`src/rtl/lsu_pkg.sv`:
```
// rtl/lsu_pkg.sv - shared access-size and FSM state types for the load/store unit
package lsu_pkg;

  typedef enum logic [1:0] {
    SIZE_B   = 2'b00,
    SIZE_H   = 2'b01,
    SIZE_W   = 2'b10,
    SIZE_ILL = 2'b11
  } size_e;

  typedef enum logic [1:0] {
    IDLE     = 2'b00,
    WAIT_MEM = 2'b01,
    RESP     = 2'b10
  } state_e;

endpackage

```
`src/rtl/lsu_align.sv`:
```
// rtl/lsu_align.sv - byte-lane enables, store replication, alignment check and load extension
module lsu_align
  import lsu_pkg::*;
(
  input  size_e       size,
  input  logic [1:0]  offset,
  input  logic        zero_ext,
  input  logic [31:0] wdata,
  input  logic [31:0] rdata,
  output logic [3:0]  be,
  output logic [31:0] wdata_rep,
  output logic        bad,
  output logic [31:0] rdata_ext
);

  logic [31:0] shifted;

  always_comb begin
    shifted   = rdata >> {offset, 3'b000};
    be        = 4'b0000;
    wdata_rep = wdata;
    bad       = 1'b0;
    rdata_ext = 32'h0;
    case (size)
      SIZE_B: begin
        be        = 4'b0001 << offset;
        wdata_rep = {4{wdata[7:0]}};
        rdata_ext = {{24{~zero_ext & shifted[7]}}, shifted[7:0]};
      end
      SIZE_H: begin
        be        = 4'b0011 << {offset[1], 1'b0};
        wdata_rep = {2{wdata[15:0]}};
        bad       = offset[0];
        rdata_ext = {{16{~zero_ext & shifted[15]}}, shifted[15:0]};
      end
      SIZE_W: begin
        be        = 4'b1111;
        bad       = (offset != 2'b00);
        rdata_ext = shifted;
      end
      default: begin
        bad = 1'b1;
      end
    endcase
  end

endmodule

```
`src/rtl/load_store_unit.sv`:
```
// rtl/load_store_unit.sv - memory-access stage: request FSM, request latches and response registers
module load_store_unit
  import lsu_pkg::*;
(
  input  logic        clk,
  input  logic        rst,
  input  logic        req_valid,
  output logic        req_ready,
  input  logic        req_write,
  input  logic [1:0]  req_size,
  input  logic        req_unsigned,
  input  logic [31:0] req_addr,
  input  logic [31:0] req_wdata,
  output logic        resp_valid,
  output logic [31:0] resp_rdata,
  output logic        resp_error,
  output logic        stall,
  output logic        mem_req,
  output logic        mem_we,
  output logic [31:0] mem_addr,
  output logic [3:0]  mem_be,
  output logic [31:0] mem_wdata,
  input  logic        mem_ack,
  input  logic [31:0] mem_rdata
);

  state_e      state, state_next;
  logic        lat_write;
  size_e       lat_size;
  logic        lat_unsigned;
  logic [1:0]  lat_offset;

  size_e       al_size;
  logic [1:0]  al_offset;
  logic        al_zero_ext;
  logic [3:0]  al_be;
  logic [31:0] al_wdata;
  logic        al_bad;
  logic [31:0] al_rdata;

  // In IDLE the aligner sees the live request; afterwards it sees the latched one for load extraction.
  always_comb begin
    if (state == IDLE) begin
      al_size     = size_e'(req_size);
      al_offset   = req_addr[1:0];
      al_zero_ext = req_unsigned;
    end else begin
      al_size     = lat_size;
      al_offset   = lat_offset;
      al_zero_ext = lat_unsigned;
    end
  end

  lsu_align u_align (
    .size      (al_size),
    .offset    (al_offset),
    .zero_ext  (al_zero_ext),
    .wdata     (req_wdata),
    .rdata     (mem_rdata),
    .be        (al_be),
    .wdata_rep (al_wdata),
    .bad       (al_bad),
    .rdata_ext (al_rdata)
  );

  always_ff @(posedge clk) begin
    if (rst) state <= IDLE;
    else     state <= state_next;
  end

  always_comb begin
    state_next = state;
    case (state)
      IDLE:     if (req_valid) state_next = al_bad ? RESP : WAIT_MEM;
      WAIT_MEM: if (mem_ack)   state_next = RESP;
      RESP:     state_next = IDLE;
      default:  state_next = IDLE;
    endcase
  end

  assign req_ready = (state == IDLE);
  assign stall     = ~req_ready;

  always_ff @(posedge clk) begin
    if (rst) begin
      lat_write    <= 1'b0;
      lat_size     <= SIZE_B;
      lat_unsigned <= 1'b0;
      lat_offset   <= 2'b00;
      mem_req      <= 1'b0;
      mem_we       <= 1'b0;
      mem_addr     <= 32'h0;
      mem_be       <= 4'b0000;
      mem_wdata    <= 32'h0;
      resp_valid   <= 1'b0;
      resp_error   <= 1'b0;
      resp_rdata   <= 32'h0;
    end else begin
      resp_valid <= 1'b0;
      resp_error <= 1'b0;
      case (state)
        IDLE: begin
          if (req_valid) begin
            lat_write    <= req_write;
            lat_size     <= size_e'(req_size);
            lat_unsigned <= req_unsigned;
            lat_offset   <= req_addr[1:0];
            if (al_bad) begin
              resp_valid <= 1'b1;
              resp_error <= 1'b1;
              resp_rdata <= 32'h0;
            end else begin
              mem_req   <= 1'b1;
              mem_we    <= req_write;
              mem_addr  <= {req_addr[31:2], 2'b00};
              mem_be    <= al_be;
              mem_wdata <= al_wdata;
            end
          end
        end
        WAIT_MEM: begin
          if (mem_ack) begin
            mem_req    <= 1'b0;
            mem_we     <= 1'b0;
            resp_valid <= 1'b1;
            resp_rdata <= lat_write ? 32'h0 : al_rdata;
          end
        end
        default: ;
      endcase
    end
  end

endmodule

```
`config.mk`:
```
export PLATFORM = sky130hd
export DESIGN_NAME = load_store_unit
export DESIGN_NICKNAME = d
export VERILOG_FILES = /design/src/rtl/lsu_pkg.sv /design/src/rtl/lsu_align.sv /design/src/rtl/load_store_unit.sv
export SDC_FILE = /design/constraint.sdc
export NUM_CORES = 1
export LEC_CHECK = 0
export ABC_AREA = 1
export CORE_MARGIN = 1.5
export CORE_UTILIZATION = 48
export CTS_BUF_LIST = sky130_fd_sc_hd__clkbuf_2 sky130_fd_sc_hd__clkbuf_4 sky130_fd_sc_hd__clkbuf_8
export DETAILED_ROUTE_END_ITERATION = 12
export HOLD_SLACK_MARGIN = 0.12
export PLACE_DENSITY_LB_ADDON = 0.3
export SKIP_CTS_REPAIR_TIMING = 1
export SLEW_MARGIN = 15
export SYNTH_ARGS = -nofsm -noshare
export SYNTH_HDL_FRONTEND = slang
export SYNTH_SLANG_ARGS = --single-unit
```
`constraint.sdc`:
```
create_clock -name clk -period 5.7 [get_ports clk]
set_clock_uncertainty 0.2 [all_clocks]
set_input_delay 0.57 -clock clk [delete_from_list [all_inputs] [get_ports clk]]
set_output_delay 0.57 -clock clk [all_outputs]
set_load 0.02 [all_outputs]
```
---- Yosys cells after proc, flatten, opt, wreduce, memory -nomap -nowiden ----
Index checks and enable logic that the tools add are counted.
word-level totals
  output and inout port bits .............. 106
  flip-flop bits (word level) ............. 110
  bits of input ports ..................... 104
operators by class
  bitwise operators ....................... 5
  muxes and demuxes ....................... 27
  shift operators ......................... 3
  equality and inequality tests ........... 7
  reduce and logical (&&, ||, !) cells .... 10
operators with widths
  cell                                                                     number
  32-bit two-way mux                                                       4
  32-bit one-hot mux with 2 select lines                                   2
  32-bit one-hot mux with 3 select lines                                   1
  32-bit by 5-bit >> shifter with 32-bit output                            1
  4-bit one-hot mux with 3 select lines                                    1
  2-bit two-way mux                                                        5
  1-bit two-way mux                                                        9
  4-bit AND reduction                                                      2
  2-bit inequality test, second input constant                             3
  1-bit one-hot mux with 2 select lines                                    3
  2-bit by 1-bit == test with 1-bit output, second input constant          2
  2-bit logical NOT                                                        2
  2-bit one-hot mux with 2 select lines                                    1
  2-bit AND reduction                                                      2
  2-bit nonzero test                                                       2
  1-bit by 2-bit left shift with 4-bit output, first input constant        1
  2-bit by 2-bit left shift with 4-bit output, first input constant        1
  1-bit NOT                                                                3
  1-bit one-hot mux with 3 select lines                                    1
  3-bit AND reduction                                                      1
  1-bit AND                                                                2
  2-bit == test, second input constant                                     1
  2-bit by 1-bit inequality test with 1-bit output, second input constant  1
  2-bit OR reduction                                                       1

---- Longest topological paths before layout ----
Gate-level depths: netlist (run 1).
  depth in word-level cells ............... 8
  mapped depth ............................ 13
  depth with buffers taken out ............ 11

---- Cells and area by module ----
From an unflattened synthesis (run 1), not the netlist that was laid out.
second synthesis, totals
  cell total of the unflattened synthesis .. 834
  area total of the unflattened synthesis .. 5506.5 um^2
by module, submodules not included
  module           sequential area each (um^2)  area each (um^2)  cells an instance  times used
  load_store_unit  2202.1                       4177.8            573                1
  lsu_align        0.0                          1328.8            261                1

---- Worst setup path after synthesis (run 1) ----
No wires, ideal clock.
  kind .................................... register to register
  start ................................... reg state[0]
  end ..................................... reg mem_be[1]
  slack ................................... 3.790 ns
  stages on the path, launching flop included .. 13
  clock period less this slack ............ 1.910 ns
  arrival time ............................ 1.594 ns
  cell sequence ........................... dfxtp_1 nor2_2 buf_6 nand2_2 nand2_2 nand2_1 nand2_1 nand2_2 nor2_4 buf_6 buf_6 nand3_1 o211a_1
on the way
  word-level cells in the longest chain between the ends .. 6
RTL lines
  what                                         RTL line                RTL
  from (decl)                                  load_store_unit.sv:27   state_e state, state_next;
  from (signal assigned)                       load_store_unit.sv:68   else state <= state_next;
  2-bit logical NOT (*)                        --
  named net req_ready                          load_store_unit.sv:8    output logic req_ready,
  2-bit two-way mux                            load_store_unit.sv:43   if (state == IDLE) begin
  2-bit == test, or another cell as far along  lsu_align.sv:24         case (size)
  1-bit one-hot mux with 3 select lines        lsu_align.sv:24
  1-bit NOT (no source line)                   --
  3-bit AND reduction (no source line)         --
  to (signal assigned)                         load_store_unit.sv:116  mem_be <= al_be;
  to (decl)                                    load_store_unit.sv:21   output logic [3:0] mem_be,
The timed path passes the listed nets; every way through them passes the cells marked *.
A chain may end at the register's enable or synchronous reset.

---- Worst setup path in the final report (run 1) ----
  start ................................... reg state[0]
  end ..................................... reg mem_addr[31]
on the way
  word-level cells in the longest chain between the ends .. 6
RTL lines
  what                                         RTL line                                       RTL
  2-bit logical NOT (*)                        load_store_unit.sv:43, load_store_unit.sv:101
  2-bit two-way mux                            load_store_unit.sv:43
  2-bit == test, or another cell as far along  lsu_align.sv:24
  1-bit one-hot mux with 3 select lines        lsu_align.sv:24
  1-bit NOT (no source line)                   --
  3-bit AND reduction (no source line) (*)     --
  to (signal assigned)                         load_store_unit.sv:115                         mem_addr <= {req_addr[31:2], 2'b00};
  to (decl)                                    load_store_unit.sv:20                          output logic [31:0] mem_addr,
Every way passes the cells marked *; elsewhere a longest branch is shown, timed or not.

==> results of run 1 <==
==> worst max-delay path, delay by kind of cell, from the launching register on <==
kind | cells | cell delay, ps
simple gates | 9 | 1640
buf+inv | 2 | 1120
flops | 1 | 410
==> worst max-delay path by stage <==
| stage | start | endpoint | depth (start not counted) |
|---|---|---|---|
| finish | state[0] | mem_addr[31] | 11 |
| global route | state[0] | mem_addr[31] | 11 |
| CTS | state[0] | mem_addr[31] | 11 |
| detailed placement | req_addr[1] | mem_addr[8] | 12 |
| global placement | req_addr[1] | mem_addr[7] | 12 |
| floorplan | state[0] | mem_be[1] | 12 |
==> where the power goes <==
group / leakage (nW) / switching, mW / internal (mW) / total (mW)
registers: 0.900 / 0.116 / 0.972 / 1.09
logic: 2.12 / 1.17 / 0.683 / 1.85
clock network: 0.112 / 0.289 / 0.253 / 0.542
total: 3.13 / 1.58 / 1.91 / 3.48
==> logic make-up (layout without fill, tap and decap cells) <==
| logic type | Yosys count | count (layout) | synth area share [%] |
|---|---|---|---|
| and+or+nand+nor | 390 | 390 | 31.6 |
| AOI/OAI and AO/OA | 151 | 151 | 16.6 |
| DFF | 110 | 110 | 42.8 |
| buffers and inverters | 83 | 262 | 8.83 |
| other | 1 | 2 | 0.0729 |
==> layout by cell type, fill, tap and decap left out, types with 2 or more instances in the layout <==
master,count
o211ai_1,7
conb_1,2
o21ai_0,73
inv_2,2
inv_1,33
a21oi_1,55
nand2_1,186
nand2_2,9
nand2_4,3
clkbuf_8,9
nor2_1,128
clkdlybuf4s50_1,207
bufinv_16,2
clkinv_4,3
buf_4,3
o211a_1,13
nor2_2,2
nand3_2,3
dfxtp_1,110
nand3_1,56
==> sequential cells by signal (all words and copies together) (netlist names), 2 cells and up <==
name,count
resp_rdata,32
lat_size,2
mem_be,4
mem_addr,30
state,2
mem_wdata,32
lat_offset,2
==> per-layer routing <==
layer	vias up	part of all wire [%]	GRT usage (%)
li1	2720	-	-
met1	2584	39	32.7
met4	0	3.7	14.0
met3	39	10	9.26
met5	-	0	0
met2	266	48	52.4
==> cells in the mapped netlist (9+ instances only) <==
| cell type | number |
|---|---|
| clkbuf_1 | 12 |
| a21oi_1 | 55 |
| o21ai_0 | 73 |
| nand3_1 | 56 |
| nor2_1 | 128 |
| inv_1 | 33 |
| dfxtp_1 | 110 |
| nand2_2 | 9 |
| o211a_1 | 13 |
| buf_6 | 15 |
| buf_2 | 18 |
| nand2_1 | 186 |
==> final cells by class <==
| type | count | share of cell area, % |
|---|---|---|
| Clock buffer | 9 | 1.69 |
| Clock inverter | 7 | 1.50 |
| Inverter | 36 | 1.84 |
| Multi-Input combinational cell | 543 | 34.0 |
| Sequential cell | 110 | 30.1 |
| Tap cell | 136 | 2.32 |
| Timing Repair Buffer | 210 | 28.6 |
==> impl_metrics.py, run 1 <==
metrics = {
    "logic_synthesis": {
        "synthCells": 735,
        "async_flop_share_pct": 0,
        "synth.yosys.warnings": 0,
        "synth.yosys.seq_area_share_pct": 42.8,
        "syn-cell-area_sq_um": 5140,
        "yosys.area.top_type_share_pct": 42.8,
        "synth_area_per_cell_sq_um": 7.00,
        "ys_seq_elements": 110,
        "ys_top_cells_by_area": "dfxtp_1 43%, nand2_1 14%, nor2_1 9.3%, o21ai_0 7.1%, nand3_1 5.5%",
        "netlist-cell-type-count": 26,
        "ys.flop_type": "dfxtp_1",
        "synth_edf_count": 0,
        "synth_largest_area_cell": "dfxtp_1",
    },
    "finish": {
        "fillCellCount": 838,
        "antenna_cells": 0,
        "area_growth_pct": 42.5,
        "stdcell_count": 1051,
        "area.sequential_sq_um": 2200,
        "multiInputGateArea_sq_um": 2490,
        "post-route-util_pct": 70.6,
        "layout-drive-gt1-share_pct": 4.59,
        "nNetsFinal": 1014,
        "final_cell_area_sq_um": 7330,
    },
    "sta": {
        "worst_slack_ps": 2170,
        "finalSetupTns_ps": 0,
        "tightest_slew_ps": 930,
        "setup_violations": 0,
        "final.min_clock_period_ps": 3530,
        "hold_viol": 0,
        "fmax_mhz": 283,
        "drv_slew": 0,
        "finalHoldWorstSlack_ps": 272,
        "max-slew-margin-rel_pct": 37.9,
        "rsz0062_at_grt": "false",
        "fin_crit_sh_pct": 61.9,
    },
    "worst_setup_path": {
        "reg2reg_from": "state[0]",
        "crit_fanout": 85,
        "worstPathRequired_ps": 5780,
        "start_kind": "flop",
        "r2r_end": "mem_addr[31]",
        "slowest_stage": "buf_4",
        "crit_chain": "nor2_2 > nand2_1 > nand2_2 > nand2_4 > nand2_1 > nand2_2 > nor2_4 > buf_4 > inv_2 > nor2_1 > nor2_1",
        "crit_path_max_incr_delay_ps": 590,
        "rrSetupSlack_ps": 2170,
        "reg2regPathDepth": 11,
        "end_kind": "flop",
        "path_class": "reg -> reg",
        "worstPathArrival_ps": 3610,
    },
    "cts": {
        "cts_tree": "done",
        "clk_path_buf_depth": 2,
        "root_buffer": "clkbuf_8",
        "insertion_delay_ps": 390,
        "path_clk_slew_ps": 110,
        "clock-sinks": 110,
        "htree_levels": 3,
        "cts_buffers": 9,
    },
    "place": {
        "dpl_worst_slack_ps": 2070,
        "dp.cells": 1035,
        "gp_congestion": 0.939,
        "hpwl_um": 12200,
        "dpl-instance-area_sq_um": 7090,
        "io_buffers": 207,
    },
    "routing": {
        "ant_nets": 0,
        "viasPerCell": 5.34,
        "first_pass_iters": 5,
        "drtIter0Drc": 316,
        "wl_per_cell_um": 16.1,
        "route.vias.total": 5609,
        "drcViolationCount": 0,
        "wirelength_um": 16900,
    },
    "worst_hold_path": {
        "min-delay-start": "resp_rdata[3]",
        "hold_path.class": "reg -> reg",
        "hold_path_depth": 2,
        "hold_end": "resp_rdata[3]",
    },
    "power": {
        "p_per_area_nw_per_um2": 476,
        "peakVddDrop_mv": 0.284,
        "p_leak_nw": 3.13,
        "total_power_mw": 3.48,
    },
    "grt": {
        "grt_pass1_vias": 5506,
        "grt_max_degree": 86,
        "grt_pass1_wl_um": 26500,
        "antenna_found_initial": 0,
        "track_usage_pct": 29.8,
        "grt.overflow.total": 0,
    },
    "die": {
        "core_sq_um": 10400,
        "fp-row-count": 37,
        "die_w_um": 107,
        "die-area_sq_um": 11300,
        "io_pins": 210,
        "die_h_um": 107,
        "start_util_pct": 49.6,
    },
    "run": {
        "maxCapViolations": 0,
    },
    "run_status": {
        "status": "finished clean",
    },
}
Power figures use the tool's default switching activity.
==> run 2: changes to the inputs <==
Settings changed: CORE_UTILIZATION 48 to 40.
Clock period 5.7 ns to 3.2 ns, I/O delays scaled along.
==> impl_metrics.py, run 2 (synthesized netlist as in run 1, its figures left out) <==
metrics = {
    "run_status": {
        "status": "finished clean",
    },
    "die": {
        "fp-row-count": 41,
        "io_pins": 210,
        "die_h_um": 116,
        "die-area_sq_um": 13500,
        "die_w_um": 116,
        "start_util_pct": 40.9,
        "core_sq_um": 12600,
    },
    "worst_hold_path": {
        "hold_path.class": "reg -> reg",
    },
    "sta": {
        "setup_violations": 0,
        "final.min_clock_period_ps": 2750,
        "drv_slew": 0,
        "hold_viol": 0,
        "worst_slack_ps": 451,
        "fin_crit_sh_pct": 85.9,
        "finalSetupTns_ps": 0,
        "max-slew-margin-rel_pct": 59.7,
        "finalHoldWorstSlack_ps": 265,
        "rsz0062_at_grt": "false",
        "fmax_mhz": 364,
        "tightest_slew_ps": 604,
    },
    "cts": {
        "path_clk_slew_ps": 100,
        "htree_levels": 3,
        "root_buffer": "clkbuf_8",
        "clk_path_buf_depth": 2,
        "cts_tree": "done",
        "clock-sinks": 110,
        "insertion_delay_ps": 380,
        "cts_buffers": 9,
    },
    "finish": {
        "antenna_cells": 0,
        "reg_top3": "mem_wdata: 32 flops, resp_rdata: 32 flops, mem_addr: 30 flops",
        "final_cell_mix": "207 x clkdlybuf4s50_1, 186 x nand2_1, 128 x nor2_1",
        "stdcell_count": 1093,
        "area.sequential_sq_um": 2200,
        "fillCellCount": 1182,
        "area_growth_pct": 43.6,
        "nNetsFinal": 1020,
        "final_common_cell": "clkdlybuf4s50_1",
        "layout-drive-gt1-share_pct": 5.21,
        "multiInputGateArea_sq_um": 2490,
    },
    "grt": {
        "antenna_found_initial": 0,
        "track_usage_pct": 23.9,
        "grt_max_degree": 73,
        "grt_pass1_vias": 5231,
        "grt_pass1_wl_um": 25400,
        "grt.overflow.total": 0,
    },
    "place": {
        "gp_congestion": 0.923,
        "dpl_worst_slack_ps": 452,
        "hpwl_um": 11500,
        "dp.cells": 1077,
        "io_buffers": 207,
    },
    "routing": {
        "wl_per_cell_um": 14.5,
        "drcViolationCount": 0,
        "route.vias.total": 5435,
        "first_pass_iters": 5,
        "ant_nets": 0,
        "wirelength_um": 15900,
        "drtIter0Drc": 330,
        "viasPerCell": 4.97,
    },
    "power": {
        "p_per_area_nw_per_um2": 817,
        "total_power_mw": 6.03,
        "peakVddDrop_mv": 0.462,
        "p_leak_nw": 3.15,
    },
    "run": {
        "maxCapViolations": 0,
    },
    "worst_setup_path": {
        "end_kind": "flop",
        "crit_fanout": 60,
        "start_kind": "flop",
        "path_class": "reg -> reg",
        "worstPathArrival_ps": 2830,
        "worstPathRequired_ps": 3290,
    },
}
-- run 2: area by class of cell --
class	count	area share [%]
Clock inverter	6	0.610
Inverter	36	1.83
Timing Repair Buffer	216	29.3
Clock buffer	10	1.78
Tap cell	172	2.91
Sequential cell	110	29.8
Multi-Input combinational cell	543	33.7
-- run 2: path summary, 6_finish.rpt --
check,startpoint,endpoint,slack [ps],cells after the start
worst max-delay path,state[0],mem_wdata[22],450,10
worst min-delay path,lat_unsigned,lat_unsigned,270,2
worst max register to register,state[0],mem_wdata[22],450,10
worst min register to register,lat_unsigned,lat_unsigned,270,2
-- run 2: worst max-delay path, stage by stage (launching register included) --
cell	delay, ps
dfxtp_1	390
nor2_2	450
nand2_1	140
nand2_2	260
nand2_4	130
nand2_1	100
nand2_2	110
nor2_4	120
buf_4	470
nand3_1	140
o211a_1	140
-- run 2: routing by layer --
metal | part of all wire (%) | routed length (um) | track usage, %
met5 | 0 | 0 | 0
met4 | 3.5 | 551 | 12.0
met3 | 9.1 | 1450 | 7.16
met2 | 44 | 6970 | 38.2
met1 | 44 | 6910 | 29.5
-- run 2: stage by stage --
stage               area [sq um]  util, %
CTS                         7380     58.7
global route                7380     58.7
detailed placement          7210     57.3
global placement            7210     57.3
finish                      7380     58.7
floorplan                   5150        -
-- run 2: where the power goes --
group / internal [mW] / leakage (nW) / total (mW) / switching [mW]
Clock: 0.298 / 0.0944 / 0.782 / 0.483
Sequential: 1.73 / 0.900 / 1.92 / 0.186
Combinational: 1.26 / 2.16 / 3.33 / 2.07
Total: 3.29 / 3.15 / 6.03 / 2.74
==> variant, RTL diff (config.mk and constraints of run 2) <==
Reset style: asynchronous (`rst`), changed in 2 clocked blocks.
--- a/src/rtl/load_store_unit.sv
+++ b/src/rtl/load_store_unit.sv
@@ -64,5 +64,5 @@
   );
 
-  always_ff @(posedge clk) begin
+  always_ff @(posedge clk or posedge rst) begin
     if (rst) state <= IDLE;
     else     state <= state_next;
@@ -82,5 +82,5 @@
   assign stall     = ~req_ready;
 
-  always_ff @(posedge clk) begin
+  always_ff @(posedge clk or posedge rst) begin
     if (rst) begin
       lat_write    <= 1'b0;
Function: differs if rst is asserted again (counterexample within 4 cycles, from zero or initial values and one cycle with rst high); with rst held inactive, the same outputs for 4 cycles.
==> variant against run 2 <==
- final area is 7.0% higher
- setup slack improved by 89 ps
- maximum frequency grew 3.3%
- hold slack worse by 130 ps
- routed wire length rose by 1.0%
- sequential cell count did not move
- synthesized area increased by 6.8%
- total power is 33% higher
- non-clock buffer count up 4
- critical endpoint is now mem_wdata[30]
==> variant: results <==
[outcome]
status = completed

[logic_synthesis]
synth_commonest_cells = nand2_1 (430), dfrtp_1 (110), nand3_1 (53)
seq_area_frac_synth_pct = 50.1
async_flop_share_pct = 100
synth-compound-area-share_pct = 4.03
ys_types = 27
synth.area.top_cells = dfrtp_1 (50%), nand2_1 (29%), nand3_1 (4.8%)

[cells_and_area]
nets = 1053
fill_cells = 1249
top_regs = mem_wdata x32, resp_rdata x32, mem_addr x30
drive_gt1_share_pct = 5.77

[place]
gp_congestion = 0.912
dp.final_hpwl_um = 11900

[setup_path]
worstReg2RegStart = state[0]
slowest_stage = dfrtp_1
path_max_fanout = 47

[sta]
setup_viol = 0
tightest_slew_ps = 578

[power_and_ir_drop]
power.switching_mw = 3.73
ir_worst_vdd_mv = 0.481
cellLeakagePower_nw = 4.11

[routing]
drt-initial-drc-count = 400
wl_um = 16000
viasPerCell = 4.84

[grt]
grt.total_usage_pct = 22.8
grt_first_pass_wirelength_um = 26000
grt_pass1_vias = 5254
grt_max_degree = 48

[clock_tree]
clockBufferDepth = 2

[worst_hold_path]
hp-class = primary input to async pin
==> variant: cell count changes after synthesis, moves of 13 or more <==
cell     change
dfrtp_1    +110
o21ai_0     -54
dfxtp_1    -110
o211a_1     -13
a21oi_1     -44
nand2_1    +244
nor2_1     -103
==> variant: layer usage <==
metal  up-vias  track usage, %  routed length (um)
met5         -               0                   0
met2       224            38.3                7610
met4         0            6.99                 282
li1       2688               -                   -
met3        21            4.58                1270
met1      2534            29.7                6880
==> variant: per-stage QoR <==
step	utilization (%)	total power, mW	std cells	area (um^2)	setup slack, ps
floorplan	-	5.31	752	5500	1220
global placement	57.7	7.11	1114	7700	622
detailed placement	57.7	7.19	1114	7700	569
CTS	59.2	8.09	1130	7900	520
global route	59.2	8.66	1130	7900	257
finish	59.2	8.02	1130	7900	540
==> variant: area by class of cell <==
class	instances	area (um^2)	share of cell area (%)
Sequential cell	110	2750	34.8
Multi-Input combinational cell	570	2380	30.2
Timing Repair Buffer	220	2190	27.8
Tap cell	176	220	2.79
Inverter	38	146	1.85
Clock buffer	9	124	1.57
Clock inverter	7	80.1	1.01
==> variant: kinds of logic after synthesis <==
group | count (synthesis)
and+or+nand+nor | 530
DFF | 110
buffers and inverters | 72
AOI/OAI and AO/OA | 38
other | 1
==> variant: worst paths after layout <==
path	endpoint	slack, ps	cells past startpoint
worst max-delay path	mem_wdata[30]	540	10
worst min-delay path	resp_rdata[5]	140	2
worst max register to register	mem_wdata[30]	540	10
worst min register to register	mem_wdata[2]	280	2
max in group asynchronous	mem_addr[23]	2060	3
min in group clk	mem_addr[4]	270	3
==> variant: power by group through the flow <==
stage | clock network (mW) | registers (mW) | logic (mW)
after floorplan | 0 | 3.07 | 2.24
after detailed placement | 0 | 2.41 | 4.78
after CTS | 0.909 | 2.39 | 4.79
after global routing | 0.974 | 2.46 | 5.22
final | 0.883 | 2.39 | 4.75
after global placement | 0 | 2.40 | 4.70
==> variant: worst max-delay path: cells and delay by family (launching register included) <==
family	cells	cell delay, ps
compound gates	1	120
flops	1	480
buf+inv	2	470
simple gates	7	1310
